===== config.mk =====
export PLATFORM = sky130hd
export DESIGN_NAME = fifo_gen
export DESIGN_NICKNAME = d
export VERILOG_FILES = /design/src/rtl/fifo_pkg.sv /design/src/rtl/fifo_mem.sv /design/src/rtl/fifo_gen.sv
export SDC_FILE = /design/constraint.sdc
export NUM_CORES = 1
export LEC_CHECK = 0
export BUFFER_PORTS_ARGS = -buffer_cell sky130_fd_sc_hd__buf_2
export CAP_MARGIN = 25
export CORE_ASPECT_RATIO = 2
export CORE_MARGIN = 2
export CORE_UTILIZATION = 37
export DETAILED_ROUTE_END_ITERATION = 10
export SYNTH_ARGS = -nofsm -noshare
export SYNTH_HDL_FRONTEND = slang
export SYNTH_SLANG_ARGS = --single-unit

===== constraint.sdc =====
create_clock -name clk -period 4.2 [get_ports clk]
set_input_delay 0.42 -clock clk [delete_from_list [all_inputs] [get_ports clk]]
set_output_delay 0.42 -clock clk [all_outputs]
set_load 0.005 [all_outputs]

===== src/rtl/fifo_pkg.sv =====
// Shared definitions for the fifo_gen slice: default widths and depth derivation.
package fifo_pkg;

   localparam int unsigned DEF_DATA_WIDTH = 6;
   localparam int unsigned DEF_ADDR_WIDTH = 3;

   // Number of storage words addressed by an aw-bit pointer.
   function automatic int unsigned fifo_depth(input int unsigned aw);
      return 32'(1) << aw;
   endfunction

endpackage : fifo_pkg


===== src/rtl/fifo_mem.sv =====
// Storage for fifo_gen: DEPTH x DATA_WIDTH array, one synchronous write port
// and one synchronous read port whose output register holds between reads.
// Ports:
//   clk, reset_L        - clock, synchronous active-low reset (read register only)
//   i_wr_en/addr/data   - write port
//   i_rd_en/addr        - read port request
//   o_rd_data           - registered read data
module fifo_mem
   import fifo_pkg::*;
#(
   parameter int unsigned DATA_WIDTH = DEF_DATA_WIDTH,
   parameter int unsigned ADDR_WIDTH = DEF_ADDR_WIDTH
) (
   input  logic                  clk,
   input  logic                  reset_L,
   input  logic                  i_wr_en,
   input  logic [ADDR_WIDTH-1:0] i_wr_addr,
   input  logic [DATA_WIDTH-1:0] i_wr_data,
   input  logic                  i_rd_en,
   input  logic [ADDR_WIDTH-1:0] i_rd_addr,
   output logic [DATA_WIDTH-1:0] o_rd_data
);

   localparam int unsigned DEPTH = fifo_depth(ADDR_WIDTH);

   logic [DATA_WIDTH-1:0] r_mem [DEPTH];

   // Array is never cleared; reset only discards it logically via pointers.
   always_ff @(posedge clk) begin
      if (i_wr_en) begin
         r_mem[i_wr_addr] <= i_wr_data;
      end
   end

   // Same-address read/write returns the old word (needed when full with read+write).
   always_ff @(posedge clk) begin
      if (!reset_L) begin
         o_rd_data <= '0;
      end else if (i_rd_en) begin
         o_rd_data <= r_mem[i_rd_addr];
      end
   end

endmodule : fifo_mem


===== src/rtl/fifo_gen.sv =====
// Synchronous FIFO with live almost-full/almost-empty thresholds.
// Optional macro FIFO_ERR_FLAGS_EN enables sticky overflow/underflow flags;
// without it those ports are tied to 0.
// Ports:
//   clk, reset_L                      - clock, synchronous active-low reset
//   write, read, buff_in              - push/pop requests and push data
//   umb_almost_full, umb_almost_empty - status thresholds
//   buff_out, valid_out               - pop data (1-cycle latency) and its strobe
//   data_count                        - stored words, 0..DEPTH
//   fifo_full, fifo_empty, almost_*   - status decoded from the registered count
//   overflow, underflow               - sticky error flags
module fifo_gen
   import fifo_pkg::*;
#(
   parameter int unsigned DATA_WIDTH = DEF_DATA_WIDTH,
   parameter int unsigned ADDR_WIDTH = DEF_ADDR_WIDTH
) (
   input  logic                  clk,
   input  logic                  reset_L,
   input  logic                  write,
   input  logic                  read,
   input  logic [DATA_WIDTH-1:0] buff_in,
   input  logic [ADDR_WIDTH:0]   umb_almost_full,
   input  logic [ADDR_WIDTH:0]   umb_almost_empty,
   output logic [DATA_WIDTH-1:0] buff_out,
   output logic                  valid_out,
   output logic [ADDR_WIDTH:0]   data_count,
   output logic                  fifo_full,
   output logic                  fifo_empty,
   output logic                  almost_full,
   output logic                  almost_empty,
   output logic                  overflow,
   output logic                  underflow
);

   localparam int unsigned DEPTH = fifo_depth(ADDR_WIDTH);
   localparam int unsigned CW    = ADDR_WIDTH + 1;

   logic [ADDR_WIDTH-1:0] r_wr_ptr;
   logic [ADDR_WIDTH-1:0] r_rd_ptr;
   logic [CW-1:0]         r_count;
   logic                  r_valid;
   logic                  w_wr_ok;
   logic                  w_rd_ok;

   // A full FIFO still accepts a write when a read frees a slot in the same cycle.
   assign w_wr_ok = write && (!fifo_full || read);
   assign w_rd_ok = read && !fifo_empty;

   // Pointer, count and read-strobe state.
   always_ff @(posedge clk) begin
      if (!reset_L) begin
         r_wr_ptr <= '0;
         r_rd_ptr <= '0;
         r_count  <= '0;
         r_valid  <= 1'b0;
      end else begin
         r_valid <= w_rd_ok;
         if (w_wr_ok) begin
            r_wr_ptr <= r_wr_ptr + ADDR_WIDTH'(1);
         end
         if (w_rd_ok) begin
            r_rd_ptr <= r_rd_ptr + ADDR_WIDTH'(1);
         end
         case ({w_wr_ok, w_rd_ok})
            2'b10:   r_count <= r_count + CW'(1);
            2'b01:   r_count <= r_count - CW'(1);
            default: r_count <= r_count;
         endcase
      end
   end

   fifo_mem #(
      .DATA_WIDTH (DATA_WIDTH),
      .ADDR_WIDTH (ADDR_WIDTH)
   ) u_mem (
      .clk       (clk),
      .reset_L   (reset_L),
      .i_wr_en   (w_wr_ok),
      .i_wr_addr (r_wr_ptr),
      .i_wr_data (buff_in),
      .i_rd_en   (w_rd_ok),
      .i_rd_addr (r_rd_ptr),
      .o_rd_data (buff_out)
   );

   // Status flags depend only on the registered count and the threshold inputs.
   assign data_count   = r_count;
   assign valid_out    = r_valid;
   assign fifo_empty   = (r_count == '0);
   assign fifo_full    = (r_count == CW'(DEPTH));
   assign almost_full  = (r_count >= umb_almost_full);
   assign almost_empty = (r_count <= umb_almost_empty);

`ifdef FIFO_ERR_FLAGS_EN
   logic r_overflow;
   logic r_underflow;

   // Sticky error flags, cleared only by reset.
   always_ff @(posedge clk) begin
      if (!reset_L) begin
         r_overflow  <= 1'b0;
         r_underflow <= 1'b0;
      end else begin
         if (write && !w_wr_ok) begin
            r_overflow <= 1'b1;
         end
         if (read && fifo_empty) begin
            r_underflow <= 1'b1;
         end
      end
   end

   assign overflow  = r_overflow;
   assign underflow = r_underflow;
`else
   assign overflow  = 1'b0;
   assign underflow = 1'b0;
`endif

endmodule : fifo_gen


==> impl_metrics.yaml <==
cts:
  clkLatencyLatePin_ps: 330
  cts_setup_buffers: 0
  clkSinkCount: 65
  hold_buffers: 0
  cts_resized: 0
  clkTransAtPathRegs_ps: 50
  cts_root_buf: "clkbuf_16"
  cts_made_buffers: 9
  tritoncts: "built"
  cts.path.max_buffers: 2
  htreeDepth: 3
worst_setup_path:
  crit_path_start_kind: "flop"
  cp_num_buf_inv: 0
  critical_path.top_delay_family: "compound AO/OA/AOI/OAI gates"
  crit_chain: "or4b_4, o21ai_4, ha_1, ha_1, a21o_2, a21oi_1, mux2i_1, mux2i_1"
  slowest_stage: "or4b_4"
  critPathArrivalTime_ps: 2910
  ff2ff_path_depth: 8
  critPathMaxStageDelay_ps: 540
  worstSetupEndpointType: "flop"
  critical_path_class: "reg -> reg"
  worst-path-stages: 8
  crit_fanout: 9
  worstPathRequired_ps: 4450
yosys:
  ys_warn_count: 0
  yosysUniqueCellTypes: 34
  ys_ff_latch: 65
  syn_avg_cell_area_sq_um: 15.01
  ys.flop_type: "edfxtp_1"
  synth-seq-area-share: 0.6380
  syn_area_sq_um: 2793
  synth_top_cell_by_area: "edfxtp_1"
  synthArstFlopShare: 0
  synth_top_area_share: 0.5161
  synth_cells: 186
  synth_most_common_cell: "edfxtp_1"
  synth_edf_count: 48
  synth_area_leaders: "edfxtp_1 52%, dfxtp_1 12%, mux4_2 9.7%"
  synthTopCellsByCount: "48 x edfxtp_1, 17 x dfxtp_1, 13 x ha_1"
worst_hold_path:
  hold_class: "in -> reg"
  whs_path_depth: 1
placement:
  io_buffers: 32
  routabilityCongestion: 0.7261
  hpwlAfterDp_um: 4043
outcome:
  status: "finished, final reports clean"
power_and_ir_drop:
  irDropWorstVdd_uv: 228.1
  power_leakage_nw: 1.294
  p_per_area_nw_per_um2: 570.5
  p_total_w: 0.001903
timing:
  finalHoldViolations: 0
  min_period_ps: 2664
  fin_crit_sh: 0.6342
  setup_viol: 0
  skew_ps: 7.908
  worstMarginPinSlew_ps: 966.5
  finalSetupTns_ps: 0
  relSlewSlack: 0.3503
  timing.fmax_mhz: 375.4
  rsz0062_at_grt: "false"
  finalMaxSlewViolations: 0
global_routing:
  antenna_found_initial: 0
  grt_use_total: 0.1523
  grt_pass1_vias: 1680
  grt_max_degree: 19
  grt_first_pass_wirelength_um: 8845
  grt-ovfl-total: 0
die:
  die_w_um: 65.43
  core_region_area_sq_um: 7267
  fp.dieArea_sq_um: 8300
  rows: 44
  start_util: 0.3843
  die_h_um: 126.9
  num_io_pins: 35
detailed_routing:
  route.detailed.drc: 0
  drt-total-wl_um: 5600
  viasPerCell: 5.015
  vias: 1630
  dr.pass1.iters: 6
  drt_iter0_markers: 51
  postRouteAntennaNets: 0
  avgRoutedWirePerCell_um: 17.23
final_layout:
  area_delta_synth_final_pct: 19.44
  layout-drive-gt1-share: 0.2833
  n_antenna_cell: 0
  final_util: 0.4590
  fin_nets: 260
run:
  drv_cap: 0
## power by group
part	internal [W]	switching, W	leakage, nW
combinational	0.000214	0.000196	0.589
sequential	0.000759	0.0000812	0.575
clock	0.000394	0.000259	0.130
total	0.00137	0.000536	1.29
## registers in the layout, summed over array words and instances (netlist names)
| signal | cells |
|---|---|
| data_count | 4 |
| r_rd_ptr | 3 |
| r_wr_ptr | 3 |
| u_mem.o_rd_data | 6 |
| u_mem.r_mem | 48 |
| valid_out | 1 |
## logic make-up (layout without fill, tap and decap cells)
family,count (synthesis),count (layout),share of synthesized area
XOR/XNOR,5,5,0.01568
AO/OA/AOI/OAI,27,27,0.06497
multiplexers,16,16,0.1111
AND/OR/NAND/NOR,41,41,0.07751
buffers and inverters,17,63,0.02598
adder cells (fa/ha/maj),14,14,0.06541
other,1,2,0.001343
flip-flops,65,65,0.6380
## layer usage
metal | GRT usage | up-vias | wire (um)
met5 | 0 | - | 0
met4 | 0.09191 | 0 | 188
met3 | 0.03546 | 14 | 200
met2 | 0.2701 | 41 | 3138
met1 | 0.1569 | 795 | 2072
li1 | - | 780 | -
## metrics by stage
step | hold slack, ps | worst slack [ps] | cells | cell area, sq um
after detailed placement | 504.0 | 1557 | 309 | 3072
after CTS | 358.1 | 1538 | 325 | 3336
after floorplan | 502.3 | 1735 | 187 | 2796
after global routing | 366.7 | 1357 | 325 | 3336
final | 368.5 | 1536 | 325 | 3336
after global placement | 496.4 | 1594 | 306 | 3054
## layout by cell type (no fill, tap or decap), types with 2 or more instances in the layout
cell / n
o22ai_1: 6
nand2_1: 6
buf_4: 2
o21a_1: 2
ha_1: 13
edfxtp_1: 48
xnor2_1: 3
mux2i_1: 4
conb_1: 2
a21o_1: 3
mux4_2: 12
dfxtp_1: 17
nor3_1: 4
xor2_1: 2
o21ai_0: 10
and2_1: 7
clkinv_2: 3
nor2_1: 11
nand2b_1: 5
inv_1: 11
buf_2: 34
clkbuf_16: 9
nor2b_1: 3
## worst paths after layout
kind / start / endpoint / slack [ps]
setup / recovery: data_count[3]$_SDFFE_PN0P_ / data_count[3]$_SDFFE_PN0P_ / 1540
hold / removal: buff_in[2] / u_mem.r_mem[7][2]$_DFFE_PP_ / 370
setup reg to reg: data_count[3]$_SDFFE_PN0P_ / data_count[3]$_SDFFE_PN0P_ / 1540
hold reg to reg: u_mem.o_rd_data[4]$_SDFFE_PN0P_ / u_mem.o_rd_data[4]$_SDFFE_PN0P_ / 520
## layout make-up
cell class | count | area [sq um]
Inverter | 11 | 41.29
Clock buffer | 10 | 229.0
Clock inverter | 6 | 35.03
Fill cell | 670 | 3931
Tap cell | 92 | 115.1
Sequential cell | 65 | 1782
Timing Repair Buffer | 36 | 185.2
Multi-Input combinational cell | 105 | 948.4
(Power assumes the default switching activity.)
